<file path="config.mk">
export PLATFORM = sky130hd
export DESIGN_NAME = sipo_deserializer
export DESIGN_NICKNAME = d
export VERILOG_FILES = /design/src/rtl/sipo_deserializer.sv
export SDC_FILE = /design/constraint.sdc
export NUM_CORES = 1
export LEC_CHECK = 0
export BUFFER_PORTS_ARGS = -buffer_cell sky130_fd_sc_hd__buf_2
export CELL_PAD_IN_SITES_DETAIL_PLACEMENT = 1
export CELL_PAD_IN_SITES_GLOBAL_PLACEMENT = 1
export CORE_MARGIN = 3
export CORE_UTILIZATION = 42
export DETAILED_ROUTE_END_ITERATION = 7
export MAX_ROUTING_LAYER = met4
export PLACE_DENSITY = 0.77
export SYNTH_ARGS = -nofsm -noshare
export SYNTH_HDL_FRONTEND = slang
export SYNTH_SLANG_ARGS = --single-unit
</file>
<file path="constraint.sdc">
create_clock -name i_clk -period 2.1 [get_ports i_clk]
set_input_delay 0.105 -clock i_clk [delete_from_list [all_inputs] [get_ports i_clk]]
set_output_delay 0.105 -clock i_clk [all_outputs]
set_load 0.01 [all_outputs]
</file>
<file path="src/rtl/sipo_deserializer.sv">
// sipo_deserializer: serial-to-parallel word assembler with sync-marker alignment,
// a one-entry valid/ready output buffer and sticky overrun / framing-error flags.
//
// state | meaning
// IDLE  | unaligned; serial bits are dropped until a bit arrives with sync set
// SHIFT | aligned; every valid bit is captured, words follow back-to-back
module sipo_deserializer #(
    parameter int WIDTH     = 8,
    parameter bit LSB_FIRST = 1'b1
) (
    input  logic             i_clk,
    input  logic             i_rst_n,
    input  logic             i_sin,
    input  logic             i_sin_valid,
    input  logic             i_sync,
    output logic [WIDTH-1:0] o_out_data,
    output logic             o_out_valid,
    input  logic             i_out_ready,
    output logic             o_overrun,
    output logic             o_frame_err,
    input  logic             i_clr_err
);

    localparam int CW = $clog2(WIDTH + 1);

    typedef enum logic {
        IDLE  = 1'b0,
        SHIFT = 1'b1
    } state_t;

    state_t           r_state;
    logic [CW-1:0]    r_cnt;
    logic [WIDTH-1:0] r_shift;
    logic [WIDTH-1:0] r_out_data;
    logic             r_out_valid;
    logic             r_overrun;
    logic             r_frame_err;

    logic             w_take;
    logic             w_restart;
    logic [CW-1:0]    w_cur_cnt;
    logic [CW-1:0]    w_pos;
    logic [WIDTH-1:0] w_next_shift;
    logic             w_complete;
    logic             w_frame_set;
    logic             w_accept;
    logic             w_load;
    logic             w_overrun_set;

    // Decode the current serial bit: where it lands and whether it finishes a word.
    // A sync bit or a zero count starts a fresh word, so stale bits are cleared.
    always_comb begin
        w_take       = i_sin_valid & ((r_state == SHIFT) | i_sync);
        w_restart    = i_sync | (r_cnt == '0);
        w_cur_cnt    = w_restart ? '0 : r_cnt;
        w_pos        = LSB_FIRST ? w_cur_cnt : (CW'(WIDTH - 1) - w_cur_cnt);
        w_next_shift = '0;
        for (int i = 0; i < WIDTH; i++) begin
            if (CW'(i) == w_pos) begin
                w_next_shift[i] = i_sin;
            end else begin
                w_next_shift[i] = w_restart ? 1'b0 : r_shift[i];
            end
        end
        // A sync on the last bit position is a restart, never a completion.
        w_complete    = w_take & (r_state == SHIFT) & ~i_sync & (r_cnt == CW'(WIDTH - 1));
        w_frame_set   = i_sin_valid & i_sync & (r_state == SHIFT) & (r_cnt != '0);
        w_accept      = r_out_valid & i_out_ready;
        w_load        = w_complete & (~r_out_valid | i_out_ready);
        w_overrun_set = w_complete & r_out_valid & ~i_out_ready;
    end

    // Alignment FSM with bit counter and word assembly register.
    always_ff @(posedge i_clk or negedge i_rst_n) begin
        if (!i_rst_n) begin
            r_state <= IDLE;
            r_cnt   <= '0;
            r_shift <= '0;
        end else if (w_take) begin
            r_state <= SHIFT;
            r_shift <= w_next_shift;
            r_cnt   <= w_complete ? '0 : (w_cur_cnt + 1'b1);
        end
    end

    // One-entry output buffer: load on completion when empty or draining, else hold.
    always_ff @(posedge i_clk or negedge i_rst_n) begin
        if (!i_rst_n) begin
            r_out_data  <= '0;
            r_out_valid <= 1'b0;
        end else if (w_load) begin
            r_out_data  <= w_next_shift;
            r_out_valid <= 1'b1;
        end else if (w_accept) begin
            r_out_valid <= 1'b0;
        end
    end

    // Sticky status flags; a same-edge set takes priority over clear.
    always_ff @(posedge i_clk or negedge i_rst_n) begin
        if (!i_rst_n) begin
            r_overrun   <= 1'b0;
            r_frame_err <= 1'b0;
        end else begin
            if (w_overrun_set) begin
                r_overrun <= 1'b1;
            end else if (i_clr_err) begin
                r_overrun <= 1'b0;
            end
            if (w_frame_set) begin
                r_frame_err <= 1'b1;
            end else if (i_clr_err) begin
                r_frame_err <= 1'b0;
            end
        end
    end

    assign o_out_data  = r_out_data;
    assign o_out_valid = r_out_valid;
    assign o_overrun   = r_overrun;
    assign o_frame_err = r_frame_err;

endmodule
</file>
* Word level (Yosys, flattened, before mapping)
Index checks and enable logic that the tools add are counted.
** Cells by class
- $add $sub $neg :: 1
- Equal/unequal tests :: 8
- Multiplexer cells :: 23
- Bitwise gates (word level) :: 17
- Reductions and logical operators :: 6
** Operators by type and width (number)
- $mux W1 :: 21
- $eq A3 B4 Y1 const A :: 4
- $and A1 B1 Y1 :: 11
- $eq A2 B4 Y1 const A :: 2
- $logic_not A4 Y1 :: 2
- $mux W4 :: 2
- $reduce_bool A2 Y1 :: 3
- $add A4 B1 Y4 const B :: 1
- $eq A1 B4 Y1 const A :: 1
- $eq A4 B3 Y1 const B :: 1
- $reduce_bool A4 Y1 :: 1
- $not A1 Y1 :: 3
- $or A1 B1 Y1 :: 3
** Word-level totals
- Register bits :: 24
- Bits of input ports :: 7
- Output and inout port bits :: 11
- Logic and storage cells :: 62

* Depth between registers and ports, before layout
Gate-level depths: netlist of run 1.
- Word-level depth :: 8
- Gate-level depth with buffers :: 5
- Depth with buffers taken out :: 4

* Worst setup path before layout of run 1
No wires, ideal clock.
- Path kind :: flip-flop to flip-flop
- Start point :: register r_cnt[3]
- End point :: register r_shift[6]
- Library setup time :: 0.125 ns
- Data arrival time :: 1.741 ns
- Required time :: 1.975 ns
- Path slack :: 0.235 ns
- Stages on the path, launching flop included :: 6
- Buffers on the path :: 1
- Clock period less this slack :: 1.865 ns
- Path through :: dfrtp_1 buf_6 or3b_4 or3_1 mux2_4 mux2_2
** On the way
- Word-level cells in the longest chain between the ends :: 5
- Elaborated cells on any way between the ends :: 6
- Classes of those cells :: eq/ne: 1; mux: 3; bitwise: 1; reduce/logical: 1
** RTL lines
- from (decl) :: RTL line 32 : logic [CW-1:0] r_cnt;
- from (signal assigned) :: RTL line 82 : r_cnt <= w_complete ? '0 : (w_cur_cnt + 1'b1);
- $logic_not A4 Y1 :: RTL line 54 : w_restart = i_sync | (r_cnt == '0);
- $or A1 B1 Y1 :: RTL line 54
- $mux W4 :: RTL line 55 : w_cur_cnt = w_restart ? '0 : r_cnt;
- $eq A3 B4 Y1 :: RTL line 59 : if (CW'(i) == w_pos) begin
- $mux W1 * :: RTL line 59
- to (signal assigned) :: RTL line 81 : r_shift <= w_next_shift;
- to (decl) :: RTL line 33 : logic [WIDTH-1:0] r_shift;
Every way passes the cells marked *; elsewhere a longest branch is shown, timed or not.
A chain may end at the register's enable or synchronous reset.

* Worst setup path in the final report of run 1
Same ends and word-level chain as after synthesis.

==> results of run 1 <==
==> placed cells by master, fill, tap and decap left out, types with 2 or more instances in the layout <==
cell / netlist / routed
a21oi_1: 8 / 8
mux2_2: 11 / 11
nor3b_1: 2 / 2
a31oi_1: 3 / 3
nor2b_1: 2 / 2
o21a_1: 2 / 2
o22ai_1: 3 / 3
dlygate4sd3_1: 0 / 2
nor3_1: 2 / 2
dfrtp_1: 23 / 23
o31ai_1: 3 / 3
nand3_1: 2 / 2
inv_1: 4 / 4
clkbuf_4: 0 / 3
o21ai_0: 3 / 3
nand2_1: 8 / 8
nor2_1: 8 / 8
buf_2: 0 / 17
buf_4: 0 / 8
nand2b_1: 2 / 2
==> power by group <==
part	total, mW	switching [mW]	internal (mW)
Clock	0.205	0.133	0.0712
Combinational	0.292	0.159	0.132
Sequential	0.551	0.0425	0.508
==> cells by family (layout without fill, tap and decap cells) <==
| logic type | count (synthesis) | in the layout | synth area share [%] |
|---|---|---|---|
| AO/OA/AOI/OAI | 25 | 25 | 13.5 |
| AND/OR/NAND/NOR | 34 | 34 | 17.6 |
| multiplexers | 13 | 13 | 13.3 |
| buffers and inverters | 10 | 35 | 4.03 |
| flip-flops | 23 | 23 | 51.5 |
==> worst min-delay path by stage <==
stage / from / end / slack, ns
6_report: i_sin_valid / r_state$_DFFE_PN0N_ / 0.05
4_1_cts: i_sin_valid / r_state$_DFFE_PN0N_ / 0.03
5_1_grt: i_sin_valid / r_state$_DFFE_PN0N_ / 0.05
2_1_floorplan: i_rst_n / o_frame_err$_DFFE_PN0P_ / -0.19
3_3_place_gp: i_rst_n / o_out_valid$_DFFE_PN0P_ / 0.10
3_5_place_dp: i_rst_n / o_overrun$_DFFE_PN0P_ / 0.12
==> sequential cells by signal (all words and copies together) (netlist names) <==
name         cells
o_out_data       8
r_shift          7
r_cnt            4
o_frame_err      1
o_out_valid      1
o_overrun        1
r_state          1
==> what timing repair did <==
item / 4_1_cts / 5_1_grt
endpoints found under the setup margin: 0 / 0
hold buffers: 2 / 0
hold endpoints to repair: 25 / 0
gates resized for setup: 0 / 0
setup buffers: 0 / 0
==> per-stage QoR <==
| step | instances | setup slack, ns | power, mW | hold WS [ns] |
|---|---|---|---|---|
| 3_3_place_gp | 154 | 0.340 | 0.839 | 0.104 |
| 3_5_place_dp | 154 | 0.298 | 0.852 | 0.117 |
| 4_1_cts | 160 | 0.289 | 1.07 | 0.0299 |
| 6_report | 160 | 0.294 | 1.05 | 0.0510 |
| 5_1_grt | 160 | 0.223 | 1.13 | 0.0451 |
| 2_1_floorplan | 105 | 0.235 | 0.736 | -0.191 |
==> layer usage <==
layer | vias to the layer above | global-route usage [%] | part of all wire, %
li1 | 426 | - | -
met1 | 430 | 20.7 | 45
met2 | 16 | 29.0 | 49
met3 | 4 | 2.04 | 3.7
met4 | 0 | 6.95 | 1.7
met5 | - | - | 0
==> final cells by class <==
| cell class | instances | area [sq um] | area share [%] |
|---|---|---|---|
| sequential | 23 | 576 | 43.7 |
| multi-input combinational | 72 | 497 | 37.7 |
| timing repair buffer | 27 | 165 | 12.5 |
| tap | 30 | 37.5 | 2.85 |
| clock buffer | 3 | 22.5 | 1.71 |
| inverter | 4 | 15.0 | 1.14 |
| clock inverter | 1 | 5.00 | 0.380 |
==> worst max-delay path, stage by stage (launching register included) <==
cell and delay, ns:
dfrtp_1 0.41, or3b_4 0.40, or3_1 0.34, mux2_4 0.31, mux2_2 0.26
==> summary.md, run 1 <==
| Metric | Value |
|---|---|
| Outcome | completed |
| Final Skew | roughly 0.0043 ns |
| Drc violations | 0 |
| Endpoints failing hold | 0 |
| Via count | 876 |
| Core Box Area | 2500 sq um |
| Die area | 3310 sq um |
| Synth area leader | dfrtp_1 |
| Endpoints failing setup | 0 |
| TritonCTS Buffers | 3 |
| Syn_area_per_cell | 10.6 sq um |
| P_leak | 0.647 nW |
| Drt pass-1 iters | 2 |
| Sequential cell area fraction in the yosys report | 51.5% |
| Placed cell area | 1270 sq um |
| Routability cong. | approximately 0.76 |
| Clock latency on the worst-skew pair | approximately 0.31 ns |
| Nets | between 100 and 150 |
| Area growth, synth to finish | 17.9% |
| Startpoint types | register |
| Critical-path maximum fanout | 3 |
| Die Y | ~58 um |
| MaxCap Viol Count | 0 |
| Worst VDD drop | around 0.44 mV |
| Post-Layout Inst Area | 1320 sq um |
| Worst Tran Pin Value | 0.518 ns |
| Critical Path Sink | r_shift[6]$_DFFE_PN0N_ |
| 1st-iter DRT viols | 17 |
| Ratio of cells with drive above 1 in the final layout | 33.8% |
| Top cells by count, synth | 23 x dfrtp_1, 11 x mux2_2, 8 x a21oi_1, 8 x nand2_1, 8 x nor2_1 |
| Fmax | about 0.55 GHz |
| Slew HR | 65.5% |
| Antenna Nets Post-Route | 0 |
| Yosys reg bits | 23 |
| Post-synth EDFFs | 0 |
| CTS sink cnt | 23 |
| Initial antenna violation count | 0 |
| Cell variety after synth | 31 |
| Top FF cell, synth | dfrtp_1 |
| Top cells by area, synth | dfrtp_1 52%, mux2_2 11%, a21oi_1 3.6% |
| FF-to-FF setup slack | about 0.29 ns |
| Clk slew on worst S/H paths | 0.13 ns |
| Root Buffer | clkbuf_4 |
| Initial Util | ~45% |
| Htree depth | 1 |
| Total wire length | 2390 um |
| WP data required | between 2 and 2.5 ns |
| Worst Reg2Reg Path Length in Cells | 4 |
| Clk buf depth | 2 |
| All-layer global routing usage | 17.2% |
| Syn_nets | 112 |
| Crit Path Class | register to register |
| Vias/cell | 5.48 |
| FF-to-FF Start | r_cnt[3]$_DFFE_PN0N_ |
| Total grt overflow | 0 |
| Final design utilization | approximately 53% |
| Total inserted antenna cells | 0 |
| Syn. warnings | 0 |
| Tmin final | 1.81 ns |
| Fillers | 292 |
| RSZ-0062 raised after global routing | false |
| Synth Cell Area | between 1000 and 1500 sq um |
| Global-route wire length before repair | 4310 um |
| # IOs | 18 |
| Vias in the first global route | 1011 |
| HPWL after DPL | 1770 um |
| Count leader, synth | dfrtp_1 |
| RR Endpoint | r_shift[6]$_DFFE_PN0N_ |
| Std-Cell Rows | 18 |
| Top cell type's share of synthesized area | 51.5% |
| Final TNS setup | 0 ns |
| Max-slew violation count | 0 |
| CTS tree | done |
| Syn Inst Count | between 100 and 150 |
| CP endpoint kind | register |
| Period Utilization, post-route | 86.0% |
| Crit path DAT | approximately 2.0 ns |
| Die Wd | 57.6 um |
| Largest net degree at the start of global routing | 24 |
| Port bufs | 17 |
| Hold Crit Depth | 2 |
| Async set or reset register ratio after synthesis | 100% |
| PD cells | 795 nW/um^2 |
| Drt wl/cell | 14.9 um |
| Worst min-delay path class | input port to register |
| Crit path from | r_cnt[3]$_DFFE_PN0N_ |
Note: power is estimated with default switching activity, not from simulation.
==> run 2: changes to the inputs <==
--- a/config.mk
+++ b/config.mk
@@ -6,10 +6,10 @@
 export NUM_CORES = 1
 export LEC_CHECK = 0
-export BUFFER_PORTS_ARGS = -buffer_cell sky130_fd_sc_hd__buf_2
 export CELL_PAD_IN_SITES_DETAIL_PLACEMENT = 1
 export CELL_PAD_IN_SITES_GLOBAL_PLACEMENT = 1
 export CORE_MARGIN = 3
-export CORE_UTILIZATION = 42
+export CORE_UTILIZATION = 47
 export DETAILED_ROUTE_END_ITERATION = 7
+export DONT_BUFFER_PORTS = 1
 export MAX_ROUTING_LAYER = met4
 export PLACE_DENSITY = 0.77
==> constraint.sdc (replaced) <==
create_clock -name i_clk -period 2.1 [get_ports i_clk]
set_input_delay 0.42 -clock i_clk [delete_from_list [all_inputs] [get_ports i_clk]]
set_output_delay 0.42 -clock i_clk [all_outputs]
set_load 0.01 [all_outputs]
==> run 2 against run 1 <==
Net effect: worst setup slack lost 0.0025 ns; combinational power is 28% lower; final cell count shrank 14%; critical path depth is the same; worst hold slack gained 0.15 ns; largest cell class unchanged; highest routed layer unchanged.
==> summary.md, run 2 (synthesis results as in run 1) <==
| Metric | Value |
|---|---|
| Drt pass-1 iters | 4 |
| RSZ-0062 raised after global routing | false |
| Critical-path maximum fanout | 14 |
| WP data required | between 2 and 2.5 ns |
| Clk buf depth | 2 |
| Clk slew on worst S/H paths | 0.14 ns |
| Post-CTS sizing | 0 |
| Std-Cell Rows | 17 |
| Worst Reg2Reg Path Length in Cells | 4 |
| Htree depth | 1 |
| Max-slew violation count | 0 |
| Area growth, synth to finish | 7.17% |
| FF-to-FF Start | r_cnt[0]$_DFFE_PN0N_ |
| Vias in the first global route | a little over 800 |
| 1st-iter DRT viols | 14 |
| Post-Layout Inst Area | 1200 sq um |
| Total grt overflow | 0 |
| TritonCTS Buffers | 3 |
| Crit Path Class | register to register |
| Drt wl/cell | 16.8 um |
| CP endpoint kind | register |
| Final TNS setup | 0 ns |
| PD cells | approximately 830 nW/um^2 |
| CTS sink cnt | 23 |
| Startpoint types | register |
| Hold Startpoint | i_clr_err |
| Root Buffer | clkbuf_4 |
| Endpoints failing hold | 0 |
| Clock latency on the worst-skew pair | 0.31 ns |
| Die area | roughly 3000 sq um |
| MaxCap Viol Count | 0 |
| Routability cong. | 0.787 |
| Pwr Total | 0.999 mW |
| Place WS | around 0.23 ns |
| Initial Util | between 50% and 60% |
| Slew HR | 33.3% |
| Commonest non-fill, non-tap cell in the layout | dfrtp_1 |
| Largest net degree at the start of global routing | 24 |
| Port bufs | 0 |
| Hold Crit Depth | 1 |
| RR Endpoint | o_out_data[1]$_DFFE_PN0P_ |
| Die Wd | 54.8 um |
| FF-to-FF setup slack | 0.29 ns |
| Worst VDD drop | 0.518 mV |
| Slack of the critical path | 0.291 ns |
| Worst Tran Pin Value | between 0.9 and 1 ns |
| Period Utilization, post-route | 86.1% |
| Crit path from | r_cnt[0]$_DFFE_PN0N_ |
| Fillers | 248 |
| Antenna Nets Post-Route | 0 |
| Commonest cells after routing, fill and taps aside | 23 x dfrtp_1, 11 x mux2_2, 8 x a21oi_1, 8 x nor2_1, 8 x nand2_1 |
| Endpoints failing setup | 0 |
| CTS tree | done |
| # IOs | 18 |
| P_leak | 0.546 nW |
| Drc violations | 0 |
| All-layer global routing usage | 17.2% |
| Placed cell area | 1160 sq um |
| Via count | between 800 and 900 |
| HPWL after DPL | 1700 um |
| Fmax | approximately 0.55 GHz |
| Total inserted antenna cells | 0 |
| Core Box Area | ~2200 sq um |
| Max FFs per register | 8 |
| Final Skew | about 0.011 ns |
| Total wire length | 2300 um |
| Tmin final | 1.81 ns |
| Worst hold endpoint | o_frame_err$_DFFE_PN0P_ |
| Vias/cell | approximately 6.0 |
| Crit path DAT | 2.02 ns |
| Global-route wire length before repair | 3580 um |
| Ratio of cells with drive above 1 in the final layout | 22.0% |
| Initial antenna violation count | 0 |
| Worst min-delay path class | input port to register |
| Nets | 117 |
| Die Y | 54.8 um |
| Outcome | completed |
==> run 2: cell count changes in the layout (fill, tap and decap cells not counted), sizes merged <==
cell and delta:
buf -20, dlygate4sd3 -1
==> run 2: per-layer routing <==
layer | track usage (%) | up-vias | share of wire, %
li1 | - | 385 | -
met1 | 19.0 | 414 | 45
met2 | 28.9 | 18 | 49
met3 | 3.81 | 2 | 5.1
met4 | 8.30 | 0 | 0.78
met5 | - | - | 0
==> run 2: worst max-delay path by stage <==
stage                                     end  slack (ns)  cells past startpoint
global placement    o_out_data[6]$_DFFE_PN0P_        0.26                      4
global route        o_out_data[3]$_DFFE_PN0P_        0.16                      4
floorplan              r_shift[6]$_DFFE_PN0N_        0.23                      5
detailed placement  o_out_data[6]$_DFFE_PN0P_        0.23                      4
finish              o_out_data[1]$_DFFE_PN0P_        0.29                      4
CTS                 o_out_data[1]$_DFFE_PN0P_        0.28                      4
==> run 2: timing repair <==
| action | in CTS | in global routing |
|---|---|---|
| setup buffers | 0 | 0 |
| hold endpoints to repair | 23 | 0 |
| hold buffers | 1 | 0 |
==> run 2: layout make-up <==
| cell class | count | area [sq um] | area share [%] |
|---|---|---|---|
| clock buffer | 3 | 22.5 | 1.88 |
| sequential | 23 | 576 | 48.1 |
| multi-input combinational | 72 | 497 | 41.5 |
| tap | 28 | 35.0 | 2.93 |
| inverter | 4 | 15.0 | 1.25 |
| timing repair buffer | 6 | 47.5 | 3.97 |
| clock inverter | 1 | 5.00 | 0.418 |
==> run 2: through the flow <==
step / hold slack (ns) / util (%) / std cells
2_1_floorplan: 0.124 / - / 105
3_3_place_gp: 0.125 / 51.9 / 132
3_5_place_dp: 0.125 / 51.9 / 132
4_1_cts: 0.194 / 53.6 / 137
5_1_grt: 0.185 / 53.6 / 137
6_report: 0.205 / 53.6 / 137
==> run 2: power by group <==
| part | total [mW] | switching [mW] | internal [mW] |
|---|---|---|---|
| clock | 0.207 | 0.136 | 0.0711 |
| combinational | 0.209 | 0.112 | 0.0961 |
| sequential | 0.584 | 0.0749 | 0.509 |
| total | 0.999 | 0.323 | 0.676 |
==> run 2: critical path, cell delays in order (launching register included) <==
cell and delay, ns:
dfrtp_1 0.62, nand2_1 0.23, nor4b_4 0.30, buf_4 0.22, mux2_2 0.35
